## config.mk

```make
export PLATFORM = sky130hd
export DESIGN_NAME = vga_timing_gen
export DESIGN_NICKNAME = d
export VERILOG_FILES = /design/src/rtl/vga_timing_pkg.sv /design/src/rtl/vga_sync_delay.sv /design/src/rtl/vga_timing_gen.sv
export SDC_FILE = /design/constraint.sdc
export NUM_CORES = 1
export LEC_CHECK = 0
export ABC_AREA = 1
export CAP_MARGIN = 20
export CORE_AREA = 2 2 74 76
export DETAILED_ROUTE_END_ITERATION = 6
export DIE_AREA = 0 0 76 78
export SYNTH_ARGS = -nofsm -noshare
export SYNTH_HDL_FRONTEND = slang
export SYNTH_SLANG_ARGS = --single-unit
```

## constraint.sdc

```tcl
create_clock -name vga_clk -period 1.9 [get_ports vga_clk]
set_input_delay 0.38 -clock vga_clk [delete_from_list [all_inputs] [get_ports vga_clk]]
set_output_delay 0.38 -clock vga_clk [all_outputs]
set_load 0.03 [all_outputs]
```

## src/rtl/vga_timing_pkg.sv

```systemverilog
`default_nettype none
// ============================================================================
//  Module      : vga_timing_pkg
//  Description : Shared VGA 640x480@60 timing constants and types.
//                Default porch/sync widths, derived line/frame totals and
//                sync window boundaries (start inclusive, end exclusive).
//                The optional sync delay stage is enabled by defining
//                VGA_SYNC_DELAY_EN when building vga_timing_gen.
//  Revision    : 1.0 - initial release
// ============================================================================
package vga_timing_pkg;

    typedef logic [9:0] coord_t;

    localparam int c_H_ACTIVE = 640;
    localparam int c_H_FP     = 16;
    localparam int c_H_SYNC   = 96;
    localparam int c_H_BP     = 48;
    localparam int c_V_ACTIVE = 480;
    localparam int c_V_FP     = 10;
    localparam int c_V_SYNC   = 2;
    localparam int c_V_BP     = 33;

    localparam int c_H_TOTAL  = c_H_ACTIVE + c_H_FP + c_H_SYNC + c_H_BP;
    localparam int c_V_TOTAL  = c_V_ACTIVE + c_V_FP + c_V_SYNC + c_V_BP;

    localparam int c_HS_START = c_H_ACTIVE + c_H_FP;
    localparam int c_HS_END   = c_H_ACTIVE + c_H_FP + c_H_SYNC;
    localparam int c_VS_START = c_V_ACTIVE + c_V_FP;
    localparam int c_VS_END   = c_V_ACTIVE + c_V_FP + c_V_SYNC;

    // Reset value of the packed {hs, vs, blank, frame_start} flag vector.
    localparam logic [3:0] c_FLAGS_RST = 4'b1100;

endpackage
`default_nettype wire

```

## src/rtl/vga_sync_delay.sv

```systemverilog
`default_nettype none
// ============================================================================
//  Module      : vga_sync_delay
//  Description : Single register stage of parameterised width with a
//                synchronous, active-high reset to RESET_VALUE.
//  Ports       : clk  - clock (posedge)
//                rst  - synchronous active-high reset
//                i_d  - data in
//                o_q  - data out, one cycle later
//  Revision    : 1.0 - initial release
// ============================================================================
module vga_sync_delay #(
    parameter int               WIDTH       = 1,
    parameter logic [WIDTH-1:0] RESET_VALUE = '0
) (
    input  logic             clk,
    input  logic             rst,
    input  logic [WIDTH-1:0] i_d,
    output logic [WIDTH-1:0] o_q
);

    logic [WIDTH-1:0] r_q;

    always_ff @(posedge clk) begin
        if (rst) begin
            r_q <= RESET_VALUE;
        end else begin
            r_q <= i_d;
        end
    end

    assign o_q = r_q;

endmodule
`default_nettype wire

```

## src/rtl/vga_timing_gen.sv

```systemverilog
`default_nettype none
// ============================================================================
//  Module      : vga_timing_gen
//  Description : VGA raster timing generator (640x480@60 by default).
//                Free-running pixel/line counters plus registered hs, vs,
//                blank and frame_start aligned with DrawX/DrawY, and an
//                8-bit frame counter.
//                Define VGA_SYNC_DELAY_EN to delay hs/vs/blank/frame_start
//                by one extra cycle relative to DrawX/DrawY.
//  Ports       : vga_clk     - pixel clock, posedge
//                reset       - synchronous active-high reset
//                DrawX/DrawY - current horizontal/vertical position
//                hs, vs      - active-low syncs
//                blank       - 1 in the visible region
//                sync        - tied 0
//                frame_start - one-cycle pulse at pixel (0,0)
//                frame_cnt   - frame counter, wraps 255 -> 0
//  Revision    : 1.0 - initial release
// ============================================================================
module vga_timing_gen
    import vga_timing_pkg::*;
#(
    parameter int H_ACTIVE = c_H_ACTIVE,
    parameter int H_FP     = c_H_FP,
    parameter int H_SYNC   = c_H_SYNC,
    parameter int H_BP     = c_H_BP,
    parameter int V_ACTIVE = c_V_ACTIVE,
    parameter int V_FP     = c_V_FP,
    parameter int V_SYNC   = c_V_SYNC,
    parameter int V_BP     = c_V_BP
) (
    input  logic       vga_clk,
    input  logic       reset,
    output logic [9:0] DrawX,
    output logic [9:0] DrawY,
    output logic       hs,
    output logic       vs,
    output logic       blank,
    output logic       sync,
    output logic       frame_start,
    output logic [7:0] frame_cnt
);

    localparam coord_t c_h_last   = coord_t'(H_ACTIVE + H_FP + H_SYNC + H_BP - 1);
    localparam coord_t c_v_last   = coord_t'(V_ACTIVE + V_FP + V_SYNC + V_BP - 1);
    localparam coord_t c_h_active = coord_t'(H_ACTIVE);
    localparam coord_t c_v_active = coord_t'(V_ACTIVE);
    localparam coord_t c_hs_start = coord_t'(H_ACTIVE + H_FP);
    localparam coord_t c_hs_end   = coord_t'(H_ACTIVE + H_FP + H_SYNC);
    localparam coord_t c_vs_start = coord_t'(V_ACTIVE + V_FP);
    localparam coord_t c_vs_end   = coord_t'(V_ACTIVE + V_FP + V_SYNC);

    coord_t     r_hc;
    coord_t     r_vc;
    logic [7:0] r_frame_cnt;
    logic [3:0] r_flags;        // {hs, vs, blank, frame_start}

    coord_t     w_hc_next;
    coord_t     w_vc_next;
    logic       w_h_wrap;
    logic       w_frame_wrap;
    logic [3:0] w_flags_next;
    logic [3:0] w_flags_out;

    // Flags are decoded from the next counter values so that, once
    // registered, they describe the same pixel that DrawX/DrawY show.
    always_comb begin
        w_h_wrap     = (r_hc == c_h_last);
        w_frame_wrap = w_h_wrap && (r_vc == c_v_last);
        w_hc_next    = w_h_wrap ? '0 : r_hc + 10'd1;
        w_vc_next    = r_vc;
        if (w_h_wrap) begin
            w_vc_next = (r_vc == c_v_last) ? '0 : r_vc + 10'd1;
        end
        w_flags_next[3] = !((w_hc_next >= c_hs_start) && (w_hc_next < c_hs_end));
        w_flags_next[2] = !((w_vc_next >= c_vs_start) && (w_vc_next < c_vs_end));
        w_flags_next[1] = (w_hc_next < c_h_active) && (w_vc_next < c_v_active);
        w_flags_next[0] = w_frame_wrap;
    end

    always_ff @(posedge vga_clk) begin
        if (reset) begin
            r_hc        <= '0;
            r_vc        <= '0;
            r_flags     <= c_FLAGS_RST;
            r_frame_cnt <= '0;
        end else begin
            r_hc    <= w_hc_next;
            r_vc    <= w_vc_next;
            r_flags <= w_flags_next;
            if (w_frame_wrap) begin
                r_frame_cnt <= r_frame_cnt + 8'd1;
            end
        end
    end

`ifdef VGA_SYNC_DELAY_EN
    vga_sync_delay #(
        .WIDTH       (4),
        .RESET_VALUE (c_FLAGS_RST)
    ) u_sync_delay (
        .clk (vga_clk),
        .rst (reset),
        .i_d (r_flags),
        .o_q (w_flags_out)
    );
`else
    assign w_flags_out = r_flags;
`endif

    assign DrawX       = r_hc;
    assign DrawY       = r_vc;
    assign hs          = w_flags_out[3];
    assign vs          = w_flags_out[2];
    assign blank       = w_flags_out[1];
    assign frame_start = w_flags_out[0];
    assign frame_cnt   = r_frame_cnt;
    assign sync        = 1'b0;

endmodule
`default_nettype wire

```

[After elaboration in Yosys (flattened, before gate mapping)]
Cells that the tools add are included.
Word-level totals
  flip-flop bits (word level): 32
  input port bits: 2
  output and inout port bits: 33
  logic and storage cells: 24
Operators by class
  add/subtract/negate cells: 3
  order comparisons: 6
  equality and inequality tests: 2
  multiplexer cells: 3
  reduce and logical (&&, ||, !) cells: 6
Operators with widths (number)
  10-bit 2-to-1 mux: 3
  10-bit by 1-bit adder with 10-bit output, second input constant: 2
  10-bit == test, second input constant: 2
  10-bit less-than comparator, second input constant: 2
  10-bit by 9-bit less-than comparator with 1-bit output, second input constant: 2
  10-bit greater-or-equal comparator, second input constant: 1
  10-bit by 9-bit greater-or-equal comparator with 1-bit output, second input constant: 1
  8-bit by 1-bit adder with 8-bit output, second input constant: 1
  1-bit logical AND: 4
  1-bit logical NOT: 2

[Longest topological paths before layout]
Gate-level depths: netlist (run 1).
  word-level depth: 6
  mapped depth: 11
  mapped depth without buffers: 11

[Worst setup path after synthesis (run 1)]
OpenSTA, ideal clock, no wires.
  path type: reg-to-reg
  from: register r_hc[0] (netlist: DrawX[0])
  to: register r_flags[2]
  setup time: 0.114 ns
  arrival: 1.831 ns
  required time: 1.786 ns
  setup slack: -0.045 ns
  cell stages (with the launch flop): 10
  path buffers: 1
  period minus slack after synthesis: 1.945 ns
  cell sequence: dfxtp_1 -> ha_1 -> nand4_4 -> nor2_8 -> buf_12 -> nor2_2 -> a21oi_2 -> nand3_1 -> nor2_2 -> nand2_1
On the way
  longest elaborated chain between the ends: 5
  elaborated cells between the ends (all ways): 6
  classes of those cells: 2 x order compare; 1 x eq/ne; 1 x mux; 2 x reduce/logical
RTL lines
  start: declaration: RTL line vga_timing_gen.sv:53  | coord_t r_hc;
  start signal: assignment: RTL line vga_timing_gen.sv:88  | r_hc <= w_hc_next;
  10-bit == test *: RTL line vga_timing_gen.sv:68  | w_h_wrap = (r_hc == c_h_last);
  10-bit 2-to-1 mux *: RTL line vga_timing_gen.sv:72  | if (w_h_wrap) begin
  10-bit by 9-bit greater-or-equal comparator with 1-bit output or 10-bit by 9-bit less-than comparator with 1-bit output (tied branches): RTL line vga_timing_gen.sv:76  | w_flags_next[2] = !((w_vc_next >= c_vs_start) && (w_vc_next < c_vs_end));
  1-bit logical AND *: RTL line vga_timing_gen.sv:76
  1-bit logical NOT *: RTL line vga_timing_gen.sv:76
  end signal: assignment: RTL line vga_timing_gen.sv:85  | r_flags <= c_FLAGS_RST;
  end signal: assignment: RTL line vga_timing_gen.sv:90  | r_flags <= w_flags_next;
  end: declaration: RTL line vga_timing_gen.sv:56  | logic [3:0] r_flags;
Every way passes the cells marked *; elsewhere a longest branch is shown, timed or not.
A chain may end at the register's enable or synchronous reset.

[Worst setup path after layout (run 1)]
  from: register r_vc[6] (netlist: DrawY[6])
  to: output DrawY[6]
RTL lines
  start: declaration: RTL line vga_timing_gen.sv:54  | coord_t r_vc;
  start signal: assignment: RTL line vga_timing_gen.sv:89  | r_vc <= w_vc_next;
  end: declaration: RTL line vga_timing_gen.sv:35  | output logic [9:0] DrawY,
No word-level cell between the ends.

==> impl_metrics.toml, run 1 <==
[outcome]
outcome = "finished, final reports clean"

[layout]
diodes = 0
nFillCells = 520
layout-drive-gt1-share_pct = 12.03
layout_common_cells = "nand2_1 (56), nor2_1 (38), inv_1 (35)"
multi_input_area_um2 = 935.9
layout_commonest_cell = "nand2_1"
regArea_um2 = 641.9
nets = 297
syn2layout_area_growth_pct = 28.47

[yosys]
synth_compound_area_share_pct = 5.623
synth_adder_area_share_pct = 3.559
synth_mux_area_share_pct = 0
synth_top_family_by_area = "simple AND/OR/NAND/NOR gates"
ys_types = 34
ys_top_cells_by_area = "dfxtp_1 (36%), nand2_1 (12%), nor2_1 (8.1%)"
synthCells = 251
yosys_warnings = 0
synth_area_leader_cell = "dfxtp_1"
yosysSeqAreaShare_pct = 36.44
yosys.area_share.simple_pct = 40.93
synth-seq-cells = 32
synth_top_area_share_pct = 36.44
synth_xor_area_share_pct = 2.918
avgSynthCellArea_um2 = 7.004
synth_nets = 258
netlist_area_um2 = 1758

[placed_design]
dp_hpwl_um = 2872
gp_congestion = 0.7810
portBuffers = 33

[critical_path]
cp_num_buf_inv = 1
reg2regPathDepth = 10
cp.arrival_ps = 1450
crit_family = "buffers and inverters"
required_ps = 1520
cp_max_fo = 7
end_kind = "output pin"
reg2reg_slack_ps = 140
cp_num_cells = 1
slowest_stage = "clkdlybuf4s50_1"
worstSetupPathType = "register to output pin"
r2r-end = "frame_cnt[5]"
rr_startpoint = "DrawX[1]"
startpoint_type = "register"
max_stage_delay_ps = 720
path_cells = "clkdlybuf4s50_1"

[clocking]
cts.sinks = 32
hold_buffers = 0
numCtsBuffers = 5
clk_latency_ps = 280
cts_tree = "yes"
htreeDepth = 2
postCtsSetupBuffers = 0
path_clk_slew_ps = 60
cts_root_buf = "clkbuf_8"
clockBufferDepth = 2

[detailed_routing]
avgRoutedWirePerCell_um = 10.56
vias_per_cell = 4.452
ant_nets = 0
vias = 1607
dr.pass1.iters = 4
first_iter_violations = 66
drc = 0
drt_wl_total_um = 3812

[timing]
final.setup.tns_ps = 0
hold_ws_ps = 502.0
final-setup-viol-count = 0
rsz0062_at_grt = "no"
finalClockSkew_ps = 2.494
period_share_pct = 96.15
max_freq_ghz = 0.5474
layout_min_cycle_time_ps = 1827
finalHoldViolCount = 0
drv_slew = 0

[flow_run]
max-cap-violations = 0

[die]
die_h_um = 78
core_um2 = 5042
num_rows = 26
die_area_um2 = 5928
ios = 35
chipWidth_um = 76
start_util_pct = 34.86

[grt]
grt_use_met1_pct = 18.47
grtUsageMet3_pct = 3.837
top_usage_layer = "met2"
antenna_found_initial = 0
grt_use_total_pct = 13.78
first_global_vias = 1444
grtUsageMet2_pct = 21.25
grt_overflow_total = 0
grt_max_degree = 20
grt_pass1_wl_um = 6630

[power_and_ir_drop]
vdd_drop_max_mv = 0.3348
power_uw = 1282
p_leak_uw = 0.001010
power_density_nw_per_um2 = 567.6

[min_path]
hp-class = "register to register"
worstHoldEndpoint = "frame_cnt[7]"
holdCritStartpoint = "frame_cnt[7]"
whs_path_depth = 2
state kept, by name, indices dropped and copies added (netlist names):
| signal | flops |
|---|---|
| DrawY | 10 |
| DrawX | 10 |
| frame_cnt | 8 |
| r_flags | 4 |
layout make-up:
type | instances | share of cell area, %
clock buffers | 8 | 3.989
multi-input cells | 176 | 41.44
repair buffers | 36 | 15.79
well taps | 70 | 3.878
inverters | 39 | 6.482
flip-flops and latches | 32 | 28.42
Yosys cell counts, drive strengths merged:
cell,number
a21oi,7
a41oi,1
and3,1
buf,3
clkbuf,1
conb,1
dfxtp,32
ha,5
inv,39
nand2,60
nand3,27
nand3b,2
nand4,6
nor2,47
nor3,4
nor3b,1
o21ai,8
o21bai,1
xnor2,4
xor2,1
per-layer routing:
metal | part of all wire [%] | wire [um]
met2 | 43 | 1622
met4 | 1.4 | 55
met1 | 52 | 1966
met5 | 0 | 0
met3 | 4.4 | 167
per-stage QoR:
stage | area (um2) | setup slack (ps) | std cells | util, %
6_report | 2258 | 73.14 | 361 | 44.79
3_5_place_dp | 2165 | 148.8 | 353 | 42.93
3_3_place_gp | 2165 | 190.8 | 353 | 42.93
4_1_cts | 2253 | 20.00 | 361 | 44.69
2_1_floorplan | 1759 | 29.86 | 251 | -
5_1_grt | 2258 | 1.931 | 361 | 44.79
cells by family (layout without fill, tap and decap cells):
family | Yosys count | after routing
buffers and inverters | 43 | 83
xor gates and xnor gates | 5 | 5
adders and majority gates | 5 | 5
and+or+nand+nor | 148 | 148
DFF | 32 | 32
AOI/OAI and AO/OA | 17 | 17
other | 1 | 1
power breakdown:
group          switching [uW]  internal, uW
sequential               6.00           678
clock                     236           295
combinational            42.5          24.8
total                     284           998
worst max-delay path by stage:
stage | startpoint | end
after floorplan | DrawX[1] | r_flags[2]
after global placement | DrawX[1] | frame_cnt[5]
final | DrawY[6] | DrawY[6]
after global routing | DrawX[1] | frame_cnt[5]
after detailed placement | DrawX[1] | frame_cnt[5]
after CTS | DrawX[3] | DrawX[3]
timing repair:
item                       CTS  global route
setup endpoints to repair    1             2
pin swaps                    0             0
gates resized for setup      1             2
cloned                       0             0
No activity file was read; power rests on OpenSTA's default activity.
==> inputs of run 2 (changes only) <==
- ABC_AREA: 1 -> not set
- CORE_AREA: 2 2 74 76 -> 2 2 72 74
- DIE_AREA: 0 0 76 78 -> 0 0 74 76
==> run 2 against run 1 <==
  * The flow now finishes with violations (setup timing)
  * Synthesized area down 7.8%
  * Hold slack about the same
  * Cell count is 13% lower
  * Total power is 12% higher
  * Fmax is 7.5% lower
  * Synthesized cell count shrank 26%
  * First-iteration DRC count down 32%
  * Register-to-register slack worse by 220 ps
  * Combinational power grew 37%
  * Design area is 6.5% higher
  * Clock skew is 1.9 ps higher
==> impl_metrics.toml, run 2 <==
[layout]
nets = 250
layout_commonest_cell = "clkdlybuf4s50_1"
syn2layout_area_growth_pct = 48.38
nFillCells = 477
layoutNonFillerInstCount = 314
layout_common_cells = "clkdlybuf4s50_1 (30), buf_4 (27), nor2_1 (24)"
diodes = 0
layout-drive-gt1-share_pct = 26.23

[power_and_ir_drop]
vdd_drop_max_mv = 0.3746
p_clk_share_pct = 45.7
swShare_pct = 21.28
power_switching_uw = 305.1
seq_power_share_pct = 47.9
p_int_uw = 1129
p_leak_uw = 0.0009560
power_uw = 1434
power_frac_comb_pct = 6.4
power_density_nw_per_um2 = 596.0

[yosys]
synth_top_area_share_pct = 39.51
avgSynthCellArea_um2 = 8.765
synth_flop_cell = "dfxtp_1"
ys_top_cells_by_area = "dfxtp_1 (40%), xnor2_1 (7.0%), nor2_1 (5.6%)"
async_flop_share_pct = 0
yosysMostFrequentCell = "dfxtp_1"
yosysSeqAreaShare_pct = 39.51
ys_types = 45
synth_nets = 192
synth-seq-cells = 32
synthCells = 185
synthTopCellsByCount = "dfxtp_1 (32), nor2_1 (24), xnor2_1 (13)"
synth_area_leader_cell = "dfxtp_1"
synth_edf_count = 0
yosys_warnings = 0
netlist_area_um2 = 1622

[placed_design]
gp_congestion = 0.7993
dp.cells = 306
pre_cts_ws_ps = -70.62
portBuffers = 33
dp_hpwl_um = 3010

[critical_path]
end_kind = "register"
reg2regPathDepth = 5
worstSetupPathType = "register to register"
reg2reg_slack_ps = -80
r2r-end = "DrawY[4]"
cp_max_fo = 8
cp.arrival_ps = 2190
rr_startpoint = "DrawX[0]"
startpoint_type = "register"
required_ps = 2110

[timing]
final-setup-viol-count = 3
finalHoldViolCount = 0
drv_slew = 0
max_freq_ghz = 0.5062
rsz0062_at_grt = "yes"
finalClockSkew_ps = 4.378
worst_slack_ps = -75.46
layout_min_cycle_time_ps = 1975
period_share_pct = 104.0
final.setup.tns_ps = -119.7

[min_path]
worstHoldEndpoint = "frame_cnt[1]"
holdCritStartpoint = "frame_cnt[1]"
hp-class = "register to register"
whs_path_depth = 2

[grt]
antenna_found_initial = 0
grt_pass1_wl_um = 6637
grt_overflow_total = 0
grt_max_degree = 21
grtUsageMet3_pct = 3.704
first_global_vias = 1448
grt_use_met1_pct = 19.47
grtUsageMet2_pct = 23.57
grt_use_total_pct = 15.01
top_usage_layer = "met2"

[clocking]
cts_tree = "yes"
postCtsSetupBuffers = 0
clockBufferDepth = 2
path_clk_slew_ps = 70
cts.sinks = 32
cts_root_buf = "clkbuf_8"
hold_buffers = 0
htreeDepth = 2
clk_latency_ps = 280
numCtsBuffers = 5

[outcome]
failed_checks = "setup timing"
outcome = "finished with violations"

[detailed_routing]
ant_nets = 0
first_iter_violations = 45
avgRoutedWirePerCell_um = 12.64
vias = 1507
vias_per_cell = 4.799
drt_wl_total_um = 3970
drc = 0
dr.pass1.iters = 4

[die]
ios = 35
start_util_pct = 33.01
die_h_um = 76
core_um2 = 4912
chipWidth_um = 74
num_rows = 26
die_area_um2 = 5624

[flow_run]
max-cap-violations = 0
[run 2: changes by cell type after synthesis, sizes merged, moves of 8 or more]
cell,delta
xor2,+9
nand3,-18
nand2,-48
nor2,-23
xnor2,+9
inv,-31
nor4,+8
[run 2: per-layer routing]
metal	wire (um)	part of all wire [%]
met1	1878	47
met3	112	2.8
met2	1920	48
met4	59	1.5
met5	0	0
[run 2: what timing repair did]
action | 4_1_cts | 5_1_grt
pin swaps | 1 | 4
cloned | 0 | 0
gates resized for setup | 1 | 7
setup endpoints to repair | 5 | 14
[run 2: cell families (layout without fill, tap and decap cells)]
family	after synthesis	after routing	share of synthesized area (%)
AOI/OAI and AO/OA	15	15	6.559
xor gates and xnor gates	23	23	12.42
adders and majority gates	5	5	3.858
buffers and inverters	17	76	5.169
DFF	32	32	39.51
muxes	1	1	0.6173
other	1	1	0.2313
and+or+nand+nor	91	91	31.64
[run 2: critical path, cell delays in order, from the launching register on]
cell and delay (ps):
dfxtp_4 360, ha_4 140, nand4_4 150, or3_1 560
or4_4 560, a21oi_2 130
[run 2: area by class of cell]
| cell class | instances | area (um2) | area share, % |
|---|---|---|---|
| Timing Repair Buffer | 60 | 540.5 | 22.46 |
| Clock buffer | 8 | 121.4 | 5.044 |
| Sequential cell | 32 | 665.6 | 27.67 |
| Multi-Input combinational cell | 136 | 960.9 | 39.94 |
| Tap cell | 70 | 87.58 | 3.640 |
| Inverter | 8 | 30.03 | 1.248 |
[run 2: per-stage QoR]
step | hold slack [ps] | util (%) | area [um2]
after CTS | 501.4 | 48.29 | 2372
final | 502.5 | 48.98 | 2406
after global placement | 477.1 | 45.70 | 2245
after floorplan | 471.9 | - | 1678
after detailed placement | 488.9 | 45.70 | 2245
after global routing | 528.6 | 48.98 | 2406
[run 2: worst max path at each step]
stage | from | endpoint | slack (ps) | cells past startpoint
after floorplan | DrawX[5] | DrawY[4] | -70 | 7
after detailed placement | DrawY[1] | frame_cnt[5] | -70 | 7
final | DrawX[0] | DrawY[4] | -80 | 5
after CTS | DrawX[0] | DrawY[4] | -30 | 5
after global placement | DrawX[0] | r_flags[2] | -10 | 6
after global routing | DrawX[0] | r_flags[2] | -150 | 6
[run 2: power by group through the flow]
stage / clock (uW) / combinational, uW / sequential (uW)
after floorplan: 0 / 29.4 / 723
after global placement: 0 / 92.3 / 701
after detailed placement: 0 / 92.4 / 701
after CTS: 675 / 93.0 / 686
after global routing: 707 / 99.1 / 687
final: 655 / 92.0 / 686
==> inputs of run 3 (changes only) <==
- SETUP_SLACK_MARGIN: not set -> 0.4
==> run 3 against run 2 <==
  * The run now ends clean
  * Worst setup slack improved by 80 ps
  * Fmax increased by 4.2%
  * Combinational power up 9.8%
  * Via count is 4.9% higher
  * Sequential cell count unchanged
  * Count of clock-buffer cells in the layout decreased by 1
  * Total power shrank 8.9%
  * Clock skew up 1.9 ps
  * Cell count grew 4.1%
  * Die area unchanged
  * Wire length increased by 9.3%
  * Hold slack better by 15 ps
  * Critical endpoint is now r_flags[2]
==> impl_metrics.toml, run 3 (synthesized netlist as in run 2, its figures left out) <==
[outcome]
outcome = "finished, final reports clean"

[detailed_routing]
first_iter_violations = 41
drc = 0
avgRoutedWirePerCell_um = 13.27
vias_per_cell = 4.835
ant_nets = 0
drt_wl_total_um = 4340
vias = 1581
dr.pass1.iters = 4

[timing]
finalHoldViolCount = 0
rsz0062_at_grt = "yes"
layout_min_cycle_time_ps = 1895
final-setup-viol-count = 0
max_freq_ghz = 0.5277
period_share_pct = 99.74
hold_ws_ps = 517.4
finalClockSkew_ps = 6.296
drv_slew = 0

[layout]
nets = 263
layout_common_cells = "buf_4 (31), dfxtp_1 (17), nor2_1 (17)"
syn2layout_area_growth_pct = 58.26
layout_commonest_cell = "buf_4"
layout-drive-gt1-share_pct = 45.53
diodes = 0
nFillCells = 471
final_cell_area_um2 = 2566

[min_path]
hp-class = "register to register"

[die]
ios = 35
die_h_um = 76
num_rows = 26
start_util_pct = 33.01
core_um2 = 4912
die_area_um2 = 5624
chipWidth_um = 74

[placed_design]
gp_congestion = 0.8309
place_area_um2 = 2260
portBuffers = 33
dp_hpwl_um = 3004

[flow_run]
max-cap-violations = 0

[critical_path]
startpoint_type = "register"
end_kind = "register"
crit_family = "simple AND/OR/NAND/NOR gates"
cp.arrival_ps = 2060
cp_max_fo = 7
cp_num_buf_inv = 0
worstSetupPathType = "register to register"
required_ps = 2070
path_cells = "ha_4 -> nand4_4 -> or4_4 -> mux2i_1 -> a2111oi_2 -> nand4_1"
slowest_stage = "or4_4"
max_stage_delay_ps = 560

[clocking]
clockBufferDepth = 2
cts_tree = "yes"
numCtsBuffers = 5
clk_latency_ps = 290
cts_root_buf = "clkbuf_8"
cts.sinks = 32
htreeDepth = 2
path_clk_slew_ps = 70

[power_and_ir_drop]
power_switching_uw = 327.3
power_density_nw_per_um2 = 509.0
p_int_uw = 978.9
seq_power_share_pct = 52.6
vdd_drop_max_mv = 0.3336
p_leak_uw = 0.001022
swShare_pct = 25.06
power_frac_comb_pct = 7.7
p_clk_share_pct = 39.7

[grt]
grt_pass1_wl_um = 7120
grt_overflow_total = 0
grt_max_degree = 13
first_global_vias = 1488
grt_use_total_pct = 16.37
antenna_found_initial = 0
==> run 3: routing by layer <==
metal	share of wire (%)	vias to the layer above	GRT usage (%)
li1	-	789	-
met1	46	743	21.56
met2	47	39	25.09
met3	4.3	10	3.704
met4	2.5	0	7.455
met5	0	-	0
==> run 3: layout make-up <==
class | count | area, um2 | area share, %
Inverter | 8 | 30.03 | 1.170
Clock inverter | 1 | 5.005 | 0.1950
Sequential cell | 32 | 666.9 | 25.99
Clock buffer | 7 | 76.32 | 2.974
Multi-Input combinational cell | 136 | 1106 | 43.10
Timing Repair Buffer | 73 | 594.3 | 23.16
Tap cell | 70 | 87.58 | 3.413
==> run 3: worst paths after layout <==
check | from | end | slack, ps | depth (start not counted)
worst max-delay path | DrawX[0] | r_flags[2] | 5 | 6
worst min-delay path | frame_cnt[1] | frame_cnt[1] | 520 | 2
worst max register to register | DrawX[0] | r_flags[2] | 5 | 6
worst min register to register | frame_cnt[1] | frame_cnt[1] | 520 | 2
==> run 3: power groups by stage <==
stage / Clock (uW) / Combinational (uW) / Sequential (uW)
2_1_floorplan: 0 / 29.4 / 723
3_3_place_gp: 0 / 90.3 / 702
3_5_place_dp: 0 / 90.0 / 702
4_1_cts: 526 / 95.7 / 687
5_1_grt: 555 / 109 / 688
6_report: 519 / 101 / 687
==> run 3: tightest hold or removal path, cell delays in order, from the launching register on <==
cell,delay [ps]
dfxtp_1,340
nand2_1,80
a21oi_2,50
==> run 3: metrics by stage <==
stage	util [%]	cells	setup WS [ps]	power, uW	setup TNS, ps
3_5_place_dp	46.00	308	-57.08	792.2	-88.92
6_report	52.24	327	5.010	1306	0
2_1_floorplan	-	185	-67.44	752.2	-199.5
3_3_place_gp	46.00	308	0.01699	792.5	0
5_1_grt	52.24	327	-108.9	1352	-212.3
4_1_cts	50.03	322	-18.34	1308	-18.34
==> run 3: what timing repair did <==
action	CTS	global route
setup buffers	6	5
hold buffers	0	0
gates resized for setup	76	52
pin swaps	9	23
setup endpoints to repair	54	44
